[src/rtl/determ_fxp_to_bs.sv]
// Deterministic fixed-point to bipolar bitstream encoder: each loaded value becomes
// one N-bit period holding exactly k evenly spread ones (accumulator/threshold rule).
module determ_fxp_to_bs #(
  parameter int unsigned BIT_WIDTH   = 16,
  parameter int unsigned INT_WIDTH   = 1,
  parameter int unsigned PERIOD_BITS = 4
) (
  input  logic                 clk_i,
  input  logic                 rst_i,
  input  logic [BIT_WIDTH-1:0] x_i,
  input  logic                 x_valid_i,
  output logic                 x_ready_o,
  output logic                 y_o,
  output logic                 y_valid_o,
  input  logic                 y_ready_i,
  output logic                 y_last_o
);

  localparam int unsigned FracBits = BIT_WIDTH - INT_WIDTH;
  localparam int unsigned Shift    = FracBits + 1 - PERIOD_BITS;
  localparam logic [BIT_WIDTH:0]     Offset  = (BIT_WIDTH + 1)'(1) << FracBits;
  localparam logic [PERIOD_BITS:0]   NFull   = (PERIOD_BITS + 1)'(1) << PERIOD_BITS;
  localparam logic [PERIOD_BITS-1:0] LastIdx = '1;

  typedef enum logic {StIdle, StRun} state_e;

  state_e                 state_q, state_d;
  logic [PERIOD_BITS:0]   k_q, k_d, k_new, sum;
  logic [PERIOD_BITS-1:0] acc_q, acc_d, idx_q, idx_d;
  logic [BIT_WIDTH:0]     u;
  logic                   sat_lo, sat_hi, unused_u;
  logic                   load, beat, last_beat;

  // Bias the signed input into [0, 2^(F+1)) and keep the top PERIOD_BITS bits as k.
  always_comb begin
    u      = {x_i[BIT_WIDTH-1], x_i} + Offset;
    sat_lo = u[BIT_WIDTH];
    sat_hi = (u[BIT_WIDTH-1:0] >> (FracBits + 1)) != '0;
    if (sat_lo) begin
      k_new = '0;
    end else if (sat_hi) begin
      k_new = NFull;
    end else begin
      k_new = {1'b0, u[Shift +: PERIOD_BITS]};
    end
  end

  assign unused_u = ^u;

  assign sum      = {1'b0, acc_q} + k_q;
  assign y_o      = (sum >= NFull);
  assign y_last_o = y_valid_o & (idx_q == LastIdx);

  always_comb begin
    state_d   = state_q;
    k_d       = k_q;
    acc_d     = acc_q;
    idx_d     = idx_q;
    x_ready_o = 1'b0;
    y_valid_o = 1'b0;
    last_beat = (idx_q == LastIdx) & y_ready_i;

    unique case (state_q)
      StIdle: x_ready_o = 1'b1;
      StRun: begin
        y_valid_o = 1'b1;
        x_ready_o = last_beat;
      end
      default: ;
    endcase

    if (rst_i) begin
      x_ready_o = 1'b0;
    end

    load = x_valid_i & x_ready_o;
    beat = y_valid_o & y_ready_i;

    // sum < 2N, so dropping the MSB is exactly "subtract N when a one is emitted".
    if (beat) begin
      acc_d = sum[PERIOD_BITS-1:0];
      idx_d = idx_q + 1'b1;
      if (idx_q == LastIdx) begin
        state_d = StIdle;
      end
    end

    if (load) begin
      k_d     = k_new;
      acc_d   = '0;
      idx_d   = '0;
      state_d = StRun;
    end
  end

  always_ff @(posedge clk_i or posedge rst_i) begin
    if (rst_i) begin
      state_q <= StIdle;
      k_q     <= '0;
      acc_q   <= '0;
      idx_q   <= '0;
    end else begin
      state_q <= state_d;
      k_q     <= k_d;
      acc_q   <= acc_d;
      idx_q   <= idx_d;
    end
  end

endmodule

[config.mk]
export PLATFORM = sky130hd
export DESIGN_NAME = determ_fxp_to_bs
export DESIGN_NICKNAME = d
export VERILOG_FILES = /design/src/rtl/determ_fxp_to_bs.sv
export SDC_FILE = /design/constraint.sdc
export NUM_CORES = 1
export LEC_CHECK = 0
export ABC_CLOCK_PERIOD_IN_PS = 2200
export CORE_ASPECT_RATIO = 1.5
export CORE_UTILIZATION = 30
export CTS_BUF_LIST = sky130_fd_sc_hd__clkbuf_8
export CTS_CLUSTER_DIAMETER = 30
export CTS_CLUSTER_SIZE = 24
export DETAILED_ROUTE_END_ITERATION = 12
export GPL_TIMING_DRIVEN = 1
export HOLD_SLACK_MARGIN = 0.03
export MAX_ROUTING_LAYER = met4
export PLACE_DENSITY_LB_ADDON = 0.05
export SLEW_MARGIN = 20
export SYNTH_ARGS = -nofsm -noshare
export SYNTH_HDL_FRONTEND = slang
export SYNTH_SLANG_ARGS = --single-unit
[constraint.sdc]
create_clock -name clk_i -period 2.2 [get_ports clk_i]
set_input_delay 0.44 -clock clk_i [delete_from_list [all_inputs] [get_ports clk_i]]
set_output_delay 0.44 -clock clk_i [all_outputs]
set_load 0.05 [all_outputs]
==> results of run 1 <==
-- power breakdown --
part           switching, mW  total (mW)  leakage (nW)  internal [mW]
Clock                 0.0866       0.210        0.0269          0.123
Combinational          0.309       0.611         0.250          0.302
Sequential            0.0987       0.451         0.153          0.352
-- synthesized netlist by cell type, drive strengths merged (2+ instances only) --
library cell  count
o21ai             2
a21o              3
ha                5
a211oi            2
inv               2
mux2              3
xnor2             2
nand2            10
a21oi             7
nor2              2
dfrtp            13
nand3             4
-- sequential cells by signal (all words and copies together), names as in the netlist --
name	flops
acc_q	4
idx_q	4
k_q	4
state_q	1
-- path summary, 6_finish.rpt --
check / start / endpoint / slack [ns]
max in group asynchronous: rst_i / idx_q[3] / 1.26
max: k_q[0] / y_o / 0.06
min reg2reg: k_q[2] / k_q[2] / 0.52
min: k_q[2] / k_q[2] / 0.52
max reg2reg: idx_q[0] / k_q[1] / 0.63
min in group asynchronous: rst_i / state_q / 0.60
-- metrics by stage --
step,utilization (%),instance area (µm²)
after detailed placement,39.4,900
after global routing,41.7,953
after CTS,41.5,950
final,41.7,953
after floorplan,-,749
after global placement,39.4,900
-- worst max-delay path, cell delays in order (launching register included) --
cell	delay (ns)
dfrtp_1	0.39
ha_2	0.21
fa_2	0.35
a21o_1	0.17
a21o_1	0.18
buf_6	0.15
-- cell families after synthesis --
kind of cell | share of synthesized area, %
and+or+nand+nor | 19.0
DFF | 43.4
buffers and inverters | 3.17
AOI/OAI and AO/OA | 13.7
muxes | 7.35
xor gates and xnor gates | 2.34
adders and majority gates | 11.0
-- area by class of cell --
type                       instances  area [µm²]
fill                             219        1330
multi-input combinational         51         405
sequential                        13         325
timing repair buffer              14         141
clock buffer                       3        41.3
tap                               23        28.8
inverter                           2        7.51
clock inverter                     1        3.75
-- repair_timing --
action / in CTS / in global routing
pin swaps: 0 / 0
endpoints found under the setup margin: 1 / 1
gates resized for setup: 2 / 1
-- layer usage --
layer  global-route usage [%]  wire [µm]
met5                        -          0
met4                     11.3         55
met3                     1.72         47
met2                     19.5        652
met1                     16.5        689
==> flow_metrics.env, run 1 <==
export IMPL_status="finished clean"
export IMPL_hold_ws_ns=0.523
export IMPL_synth_cell_type_count=27
export IMPL_cts_inserted_buffers=3
export IMPL_grt_pass1_wl_um=2650
export IMPL_die_w_um=42.8
export IMPL_synth_area_leaders="dfrtp_1 43%, ha_1 8.3%, mux2_4 6.0%"
export IMPL_via_per_inst=5.17
export IMPL_grt_overflow_total=0
export IMPL_setup_violations=0
export IMPL_wl_per_cell_um=13.5
export IMPL_synth_nets=94
export IMPL_first_global_vias=590
export IMPL_grt_max_degree=14
export IMPL_avgSynthCellArea_um2=11.0
export IMPL_port_buffers=11
export IMPL_synth_edf_count=0
export IMPL_io_pins=24
export IMPL_synth_top_area_share_pct=43.4
export IMPL_holdBufCountCts=0
export IMPL_antenna_found_initial=0
export IMPL_ys_warnings_count=0
export IMPL_cp_max_fo=2
export IMPL_layout_drive_gt1_share_pct=23.8
export IMPL_clock_sinks=13
export IMPL_p_per_area_nw_per_um2=1330
export IMPL_hold_violations=0
export IMPL_antenna_cells=0
export IMPL_whs_path_depth=1
export IMPL_drc=0
export IMPL_grtUsageTotal_pct=13.6
export IMPL_yosysSeqAreaShare_pct=43.4
export IMPL_min_period_ns=2.14
export IMPL_gp_congestion=0.706
export IMPL_peakVddDrop_v=0.000552
export IMPL_clockBufferDepth=2
export IMPL_place_ws_ns=0.199
export IMPL_total_power_mw=1.27
export IMPL_cts_root_buffer="clkbuf_8"
export IMPL_cp_required_ns=1.76
export IMPL_p_leak_nw=0.430
export IMPL_htreeDepth=1
export IMPL_placedCellCount=103
export IMPL_hold_class="register to register"
export IMPL_clock_latency_ns=0.24
export IMPL_fin_skew_ns=0.00107
export IMPL_num_vias=553
export IMPL_mostFrequentLayoutCells="13 x dfrtp_1, 10 x nand2_1, 8 x clkdlybuf4s50_1"
export IMPL_reg2regPathDepth=4
export IMPL_coreArea_um2=2290
export IMPL_setup_slack_ns=0.0616
export IMPL_final_common_cell="dfrtp_1"
export IMPL_dp_hpwl_um=1030
export IMPL_wirelength_um=1440
export IMPL_start_kind="register"
export IMPL_synthCells=68
export IMPL_maxSlewViolCount=0
export IMPL_synth_ff_type="dfrtp_1"
export IMPL_clk_pin_slew_ns=0.05
export IMPL_end_kind="output pin"
export IMPL_syn_area_um2=749
export IMPL_post_cts_buffers=0
export IMPL_yosysTopAreaCell="dfrtp_1"
export IMPL_ant_nets=0
export IMPL_nNetsFinal=111
export IMPL_start_util_pct=32.8
export IMPL_drtIter0Drc=8
export IMPL_cap_viol_max_count=0
export IMPL_fmax_mhz=468
export IMPL_fin_cells=107
export IMPL_crit_arrival_ns=1.70
export IMPL_area_growth_pct=27.2
export IMPL_num_rows=21
export IMPL_slew_headroom_pct=65.6
export IMPL_ys_ff_latch=13
export IMPL_cts_tree="yes"
export IMPL_die_area_um2=2710
export IMPL_critPathKind="register to output pin"
export IMPL_finalSetupTns_ns=0
export IMPL_fin_crit_sh_pct=97.2
export IMPL_synthArstFlopShare_pct=100
export IMPL_worstMarginPinSlew_ns=0.515
export IMPL_rsz0062_at_grt="no"
export IMPL_dr_pass1_iters=4
export IMPL_die_h_um=63.2
No activity file was read; power rests on OpenSTA's default activity.
==> inputs of run 2 (changes only) <==
--- a/config.mk
+++ b/config.mk
@@ -6,8 +6,7 @@
 export NUM_CORES = 1
 export LEC_CHECK = 0
 export ABC_CLOCK_PERIOD_IN_PS = 2200
-export CORE_ASPECT_RATIO = 1.5
-export CORE_UTILIZATION = 30
+export CORE_UTILIZATION = 47
 export CTS_BUF_LIST = sky130_fd_sc_hd__clkbuf_8
 export CTS_CLUSTER_DIAMETER = 30
 export CTS_CLUSTER_SIZE = 24
==> flow_metrics.env, run 2 (synthesis results as in run 1) <==
export IMPL_reg2reg_from="acc_q[0]"
export IMPL_clk_pin_slew_ns=0.06
export IMPL_total_power_mw=1.29
export IMPL_clockBufferDepth=2
export IMPL_worstMarginPinSlew_ns=0.517
export IMPL_place_ws_ns=0.197
export IMPL_hold_violations=0
export IMPL_antenna_cells=0
export IMPL_p_leak_nw=0.434
export IMPL_port_buffers=11
export IMPL_fin_skew_ns=0.00255
export IMPL_grt_overflow_total=0
export IMPL_startpoint="acc_q[0]"
export IMPL_grt_max_degree=14
export IMPL_hold_ws_ns=0.524
export IMPL_cts_tree="yes"
export IMPL_finalInstanceArea_um2=953
export IMPL_slew_headroom_pct=65.5
export IMPL_grtUsageTotal_pct=17.9
export IMPL_wl_per_cell_um=12.6
export IMPL_setup_slack_ns=0.0383
export IMPL_fmax_mhz=463
export IMPL_r2r_end="acc_q[2]"
export IMPL_die_area_um2=1760
export IMPL_path_cells="ha_2 -> fa_2 -> a21o_1 -> a21o_1 -> buf_6"
export IMPL_drc=0
export IMPL_final_common_cell="dfrtp_1"
export IMPL_clock_latency_ns=0.24
export IMPL_cap_viol_max_count=0
export IMPL_multi_input_area_um2=405
export IMPL_peakVddDrop_v=0.000824
export IMPL_wirelength_um=1280
export IMPL_min_period_ns=2.16
export IMPL_num_vias=544
export IMPL_dp_hpwl_um=912
export IMPL_mostFrequentLayoutCells="13 x dfrtp_1, 10 x nand2_1, 8 x clkdlybuf4s50_1"
export IMPL_start_kind="register"
export IMPL_die_h_um=41.9
export IMPL_coreArea_um2=1490
export IMPL_dpl_cell_area_um2=891
export IMPL_start_util_pct=50.3
export IMPL_p_per_area_nw_per_um2=1350
export IMPL_slowest_stage="fa_2"
export IMPL_reg2regPathDepth=5
export IMPL_top_regs="acc_q (4), idx_q (4), k_q (4)"
export IMPL_layout_drive_gt1_share_pct=25.9
export IMPL_rsz0062_at_grt="no"
export IMPL_cpLargestDelayFamily="adder cells"
export IMPL_cp_num_cells=5
export IMPL_cts_root_buffer="clkbuf_8"
export IMPL_area_growth_pct=27.2
export IMPL_drtIter0Drc=3
export IMPL_crit_end="y_o"
export IMPL_max_stage_delay_ns=0.40
export IMPL_num_rows=14
export IMPL_setup_violations=0
export IMPL_seq_area_um2=325
export IMPL_die_w_um=41.9
export IMPL_htreeDepth=1
export IMPL_dr_pass1_iters=4
export IMPL_fillers=124
export IMPL_cp_num_buf_inv=1
export IMPL_clock_sinks=13
export IMPL_hold_class="register to register"
export IMPL_via_per_inst=5.39
export IMPL_gp_congestion=0.712
export IMPL_cp_required_ns=1.76
export IMPL_maxSlewViolCount=0
export IMPL_ant_nets=0
export IMPL_grt_pass1_wl_um=2320
export IMPL_cts_inserted_buffers=3
export IMPL_nNetsFinal=112
export IMPL_cp_max_fo=2
export IMPL_first_global_vias=528
export IMPL_ff2ff_setup_slack_ns=0.62
export IMPL_end_kind="output pin"
export IMPL_fin_crit_sh_pct=98.3
export IMPL_critPathKind="register to output pin"
export IMPL_finalSetupTns_ns=0
export IMPL_status="finished clean"
export IMPL_io_pins=24
export IMPL_path_common_cell="a21o_1"
export IMPL_antenna_found_initial=0
export IMPL_crit_arrival_ns=1.72
export IMPL_holdBufCountCts=0
## run 2: worst min-delay path by stage
stage	start	endpoint	slack (ns)	depth (start not counted)
after global routing	k_q[0]	k_q[0]	0.54	1
after detailed placement	k_q[0]	k_q[0]	0.50	1
after global placement	k_q[0]	k_q[0]	0.51	1
after CTS	k_q[0]	k_q[0]	0.52	1
after floorplan	rst_i	acc_q[0]	0.32	1
final	k_q[0]	k_q[0]	0.52	1
## run 2: what timing repair did
item                       CTS  global route
gates resized for setup      1             2
pin swaps                    0             2
setup buffers                0             1
setup endpoints to repair    1             1
## run 2: stage by stage
| stage | utilization (%) | instances |
|---|---|---|
| 2_1_floorplan | - | 68 |
| 3_5_place_dp | 59.8 | 96 |
| 4_1_cts | 63.1 | 100 |
| 3_3_place_gp | 59.8 | 96 |
| 6_report | 64.0 | 101 |
| 5_1_grt | 64.0 | 101 |
## run 2: report_power, final
part           switching [mW]  internal [mW]
Sequential             0.0905          0.352
Clock                  0.0868          0.125
Combinational           0.315          0.317
## run 2: area by class of cell
type	count	share of cell area [%]
inverters	2	0.787
clock buffers	3	4.33
well taps	16	2.10
flip-flops and latches	13	34.1
clock inverters	1	0.525
repair buffers	15	15.6
multi-input cells	51	42.5
## run 2: per-layer routing
metal | vias up | share of wire, % | global-route usage, %
li1 | 276 | - | -
met3 | 2 | 2.6 | 3.91
met2 | 8 | 44 | 24.7
met4 | 0 | 0.71 | 5.81
met1 | 258 | 52 | 26.2
met5 | - | 0 | -
## run 2: worst register-to-register path: cells and delay by family, from the launching register on
family,cells,cell delay (ns)
buf+inv,1,0.14
fa+ha+maj,2,0.61
compound gates,1,0.24
xor+xnor,1,0.11
flops,1,0.38
==> inputs of run 3 (changes only) <==
--- a/config.mk
+++ b/config.mk
@@ -5,14 +5,14 @@
 export SDC_FILE = /design/constraint.sdc
 export NUM_CORES = 1
 export LEC_CHECK = 0
-export ABC_CLOCK_PERIOD_IN_PS = 2200
+export ABC_CLOCK_PERIOD_IN_PS = 2000
 export CORE_UTILIZATION = 47
 export CTS_BUF_LIST = sky130_fd_sc_hd__clkbuf_8
 export CTS_CLUSTER_DIAMETER = 30
 export CTS_CLUSTER_SIZE = 24
 export DETAILED_ROUTE_END_ITERATION = 12
 export GPL_TIMING_DRIVEN = 1
-export HOLD_SLACK_MARGIN = 0.03
+export HOLD_SLACK_MARGIN = 0.05
 export MAX_ROUTING_LAYER = met4
 export PLACE_DENSITY_LB_ADDON = 0.05
 export SLEW_MARGIN = 20
==> constraint.sdc (replaced) <==
create_clock -name clk_i -period 2 [get_ports clk_i]
set_input_delay 0.4 -clock clk_i [delete_from_list [all_inputs] [get_ports clk_i]]
set_output_delay 0.4 -clock clk_i [all_outputs]
set_load 0.05 [all_outputs]
==> flow_metrics.env, run 3 (synthesis results as in run 1) <==
export IMPL_io_pins=24
export IMPL_area_growth_pct=31.4
export IMPL_path_common_cell="a21o_1"
export IMPL_mostFrequentLayoutCells="13 x dfrtp_1, 10 x nand2_1, 8 x buf_4"
export IMPL_cts_inserted_buffers=3
export IMPL_cp_num_buf_inv=1
export IMPL_ff2ff_setup_slack_ns=0.43
export IMPL_critPathKind="register to output pin"
export IMPL_die_area_um2=1760
export IMPL_grt_overflow_total=0
export IMPL_setup_violations=1
export IMPL_ant_nets=0
export IMPL_top_regs="acc_q (4), idx_q (4), k_q (4)"
export IMPL_busiest_layer="met2"
export IMPL_htreeDepth=1
export IMPL_via_per_inst=5.46
export IMPL_cts_tree="yes"
export IMPL_start_kind="register"
export IMPL_fillers=126
export IMPL_p_leak_nw=0.454
export IMPL_num_vias=568
export IMPL_grtUsageTotal_pct=19.0
export IMPL_die_h_um=41.9
export IMPL_holdBufCountCts=0
export IMPL_rsz0062_at_grt="yes"
export IMPL_fin_cells=104
export IMPL_peakVddDrop_v=0.000849
export IMPL_hold_violations=0
export IMPL_hold_class="register to register"
export IMPL_grt_max_degree=14
export IMPL_clock_latency_ns=0.24
export IMPL_globalRouteMet2Util_pct=29.1
export IMPL_drc=0
export IMPL_end_kind="output pin"
export IMPL_startpoint="acc_q[0]"
export IMPL_cp_num_cells=5
export IMPL_r2r_end="k_q[0]"
export IMPL_path_cells="ha_2 -> fa_2 -> a21o_1 -> a21o_1 -> buf_6"
export IMPL_port_buffers=11
export IMPL_gp_congestion=0.687
export IMPL_slowest_stage="dfrtp_1"
export IMPL_cts_root_buffer="clkbuf_8"
export IMPL_status="finished, violations left"
export IMPL_crit_end="y_o"
export IMPL_grtUsageMet1_pct=24.7
export IMPL_fin_skew_ns=0.00341
export IMPL_drtIter0Drc=6
export IMPL_reg2regPathDepth=4
export IMPL_dr_pass1_iters=4
export IMPL_gr_usage_met3_pct=3.91
export IMPL_final_common_cell="dfrtp_1"
export IMPL_nNetsFinal=115
export IMPL_fin_crit_sh_pct=104
export IMPL_num_rows=14
export IMPL_slew_headroom_pct=66.1
export IMPL_clk_pin_slew_ns=0.06
export IMPL_layout_drive_gt1_share_pct=28.4
export IMPL_worstMarginPinSlew_ns=0.508
export IMPL_wirelength_um=1420
export IMPL_first_global_vias=555
export IMPL_cap_viol_max_count=0
export IMPL_maxSlewViolCount=0
export IMPL_cp_max_fo=2
export IMPL_crit_arrival_ns=1.68
export IMPL_start_util_pct=50.3
export IMPL_clock_sinks=13
export IMPL_p_per_area_nw_per_um2=1500
export IMPL_clockBufferDepth=2
export IMPL_coreArea_um2=1490
export IMPL_cp_required_ns=1.60
export IMPL_grt_pass1_wl_um=2400
export IMPL_antenna_found_initial=0
export IMPL_wl_per_cell_um=13.6
export IMPL_total_power_mw=1.48
export IMPL_die_w_um=41.9
export IMPL_setup_slack_ns=-0.0837
export IMPL_dp_hpwl_um=970
export IMPL_reg2reg_from="idx_q[0]"
export IMPL_antenna_cells=0
export IMPL_cpLargestDelayFamily="adder cells"
export IMPL_max_stage_delay_ns=0.38
export IMPL_min_period_ns=2.08
export IMPL_placedCellCount=96
export IMPL_fmax_mhz=480
export IMPL_failed_checks="setup timing"
==> run 3: cell types whose count changed in the layout (fill, tap and decap cells not counted), sizes merged <==
cell           previous run  this run
clkdlybuf4s50             8         7
inv                       2         3
clkinv                    1         0
buf                       7        11
==> run 3: final cells by class <==
| cell class | instances | area, µm² | share of cell area (%) |
|---|---|---|---|
| multi-input combinational | 51 | 405 | 41.2 |
| timing repair buffer | 18 | 181 | 18.4 |
| inverter | 2 | 7.51 | 0.762 |
| sequential | 13 | 325 | 33.0 |
| clock inverter | 1 | 3.75 | 0.381 |
| tap | 16 | 20.0 | 2.03 |
| clock buffer | 3 | 41.3 | 4.19 |
==> run 3: worst min path at each step <==
stage / end / cells after the start / slack, ns / start
floorplan: acc_q[0] / 1 / 0.28 / rst_i
global placement: k_q[2] / 1 / 0.51 / k_q[2]
detailed placement: k_q[0] / 1 / 0.51 / k_q[0]
CTS: k_q[2] / 1 / 0.53 / k_q[2]
global route: k_q[2] / 1 / 0.54 / k_q[2]
finish: k_q[2] / 1 / 0.53 / k_q[2]
==> run 3: through the flow <==
stage	util, %	setup slack (ns)	hold slack, ns	TNS [ns]	cell area (µm²)
after floorplan	-	0.0584	0.277	0	749
after global placement	60.5	0.0607	0.510	0	901
after detailed placement	60.5	0.0767	0.507	0	901
after CTS	65.1	-0.0849	0.528	-0.0849	970
after global routing	66.1	-0.132	0.543	-0.132	985
final	66.1	-0.0837	0.526	-0.0837	985
==> run 3: repair_timing <==
action / CTS / global route
setup buffers: 2 / 2
endpoints found under the hold margin: 0 / 0
setup endpoints to repair: 1 / 1
pin swaps: 1 / 4
resized for setup: 3 / 0
==> run 3: layer usage <==
| metal | routed length [µm] | vias up | share of wire (%) |
|---|---|---|---|
| li1 | - | 280 | - |
| met1 | 682 | 273 | 48 |
| met2 | 665 | 11 | 47 |
| met3 | 46 | 4 | 3.2 |
| met4 | 23 | 0 | 1.6 |
| met5 | 0 | - | 0 |
==> run 3: worst reg2reg max path: cells and delay by family (launching register included) <==
kind	cells	cell delay (ns)
multiplexers	1	0.33
AO/OA/AOI/OAI	1	0.34
flip-flops	1	0.39
AND/OR/NAND/NOR	1	0.15
adder cells (fa/ha/maj)	1	0.25
==> run 3: power breakdown <==
group	switching (mW)	total [mW]	internal [mW]
combinational	0.359	0.745	0.386
clock	0.0988	0.234	0.136
sequential	0.114	0.501	0.387
total	0.572	1.48	0.908
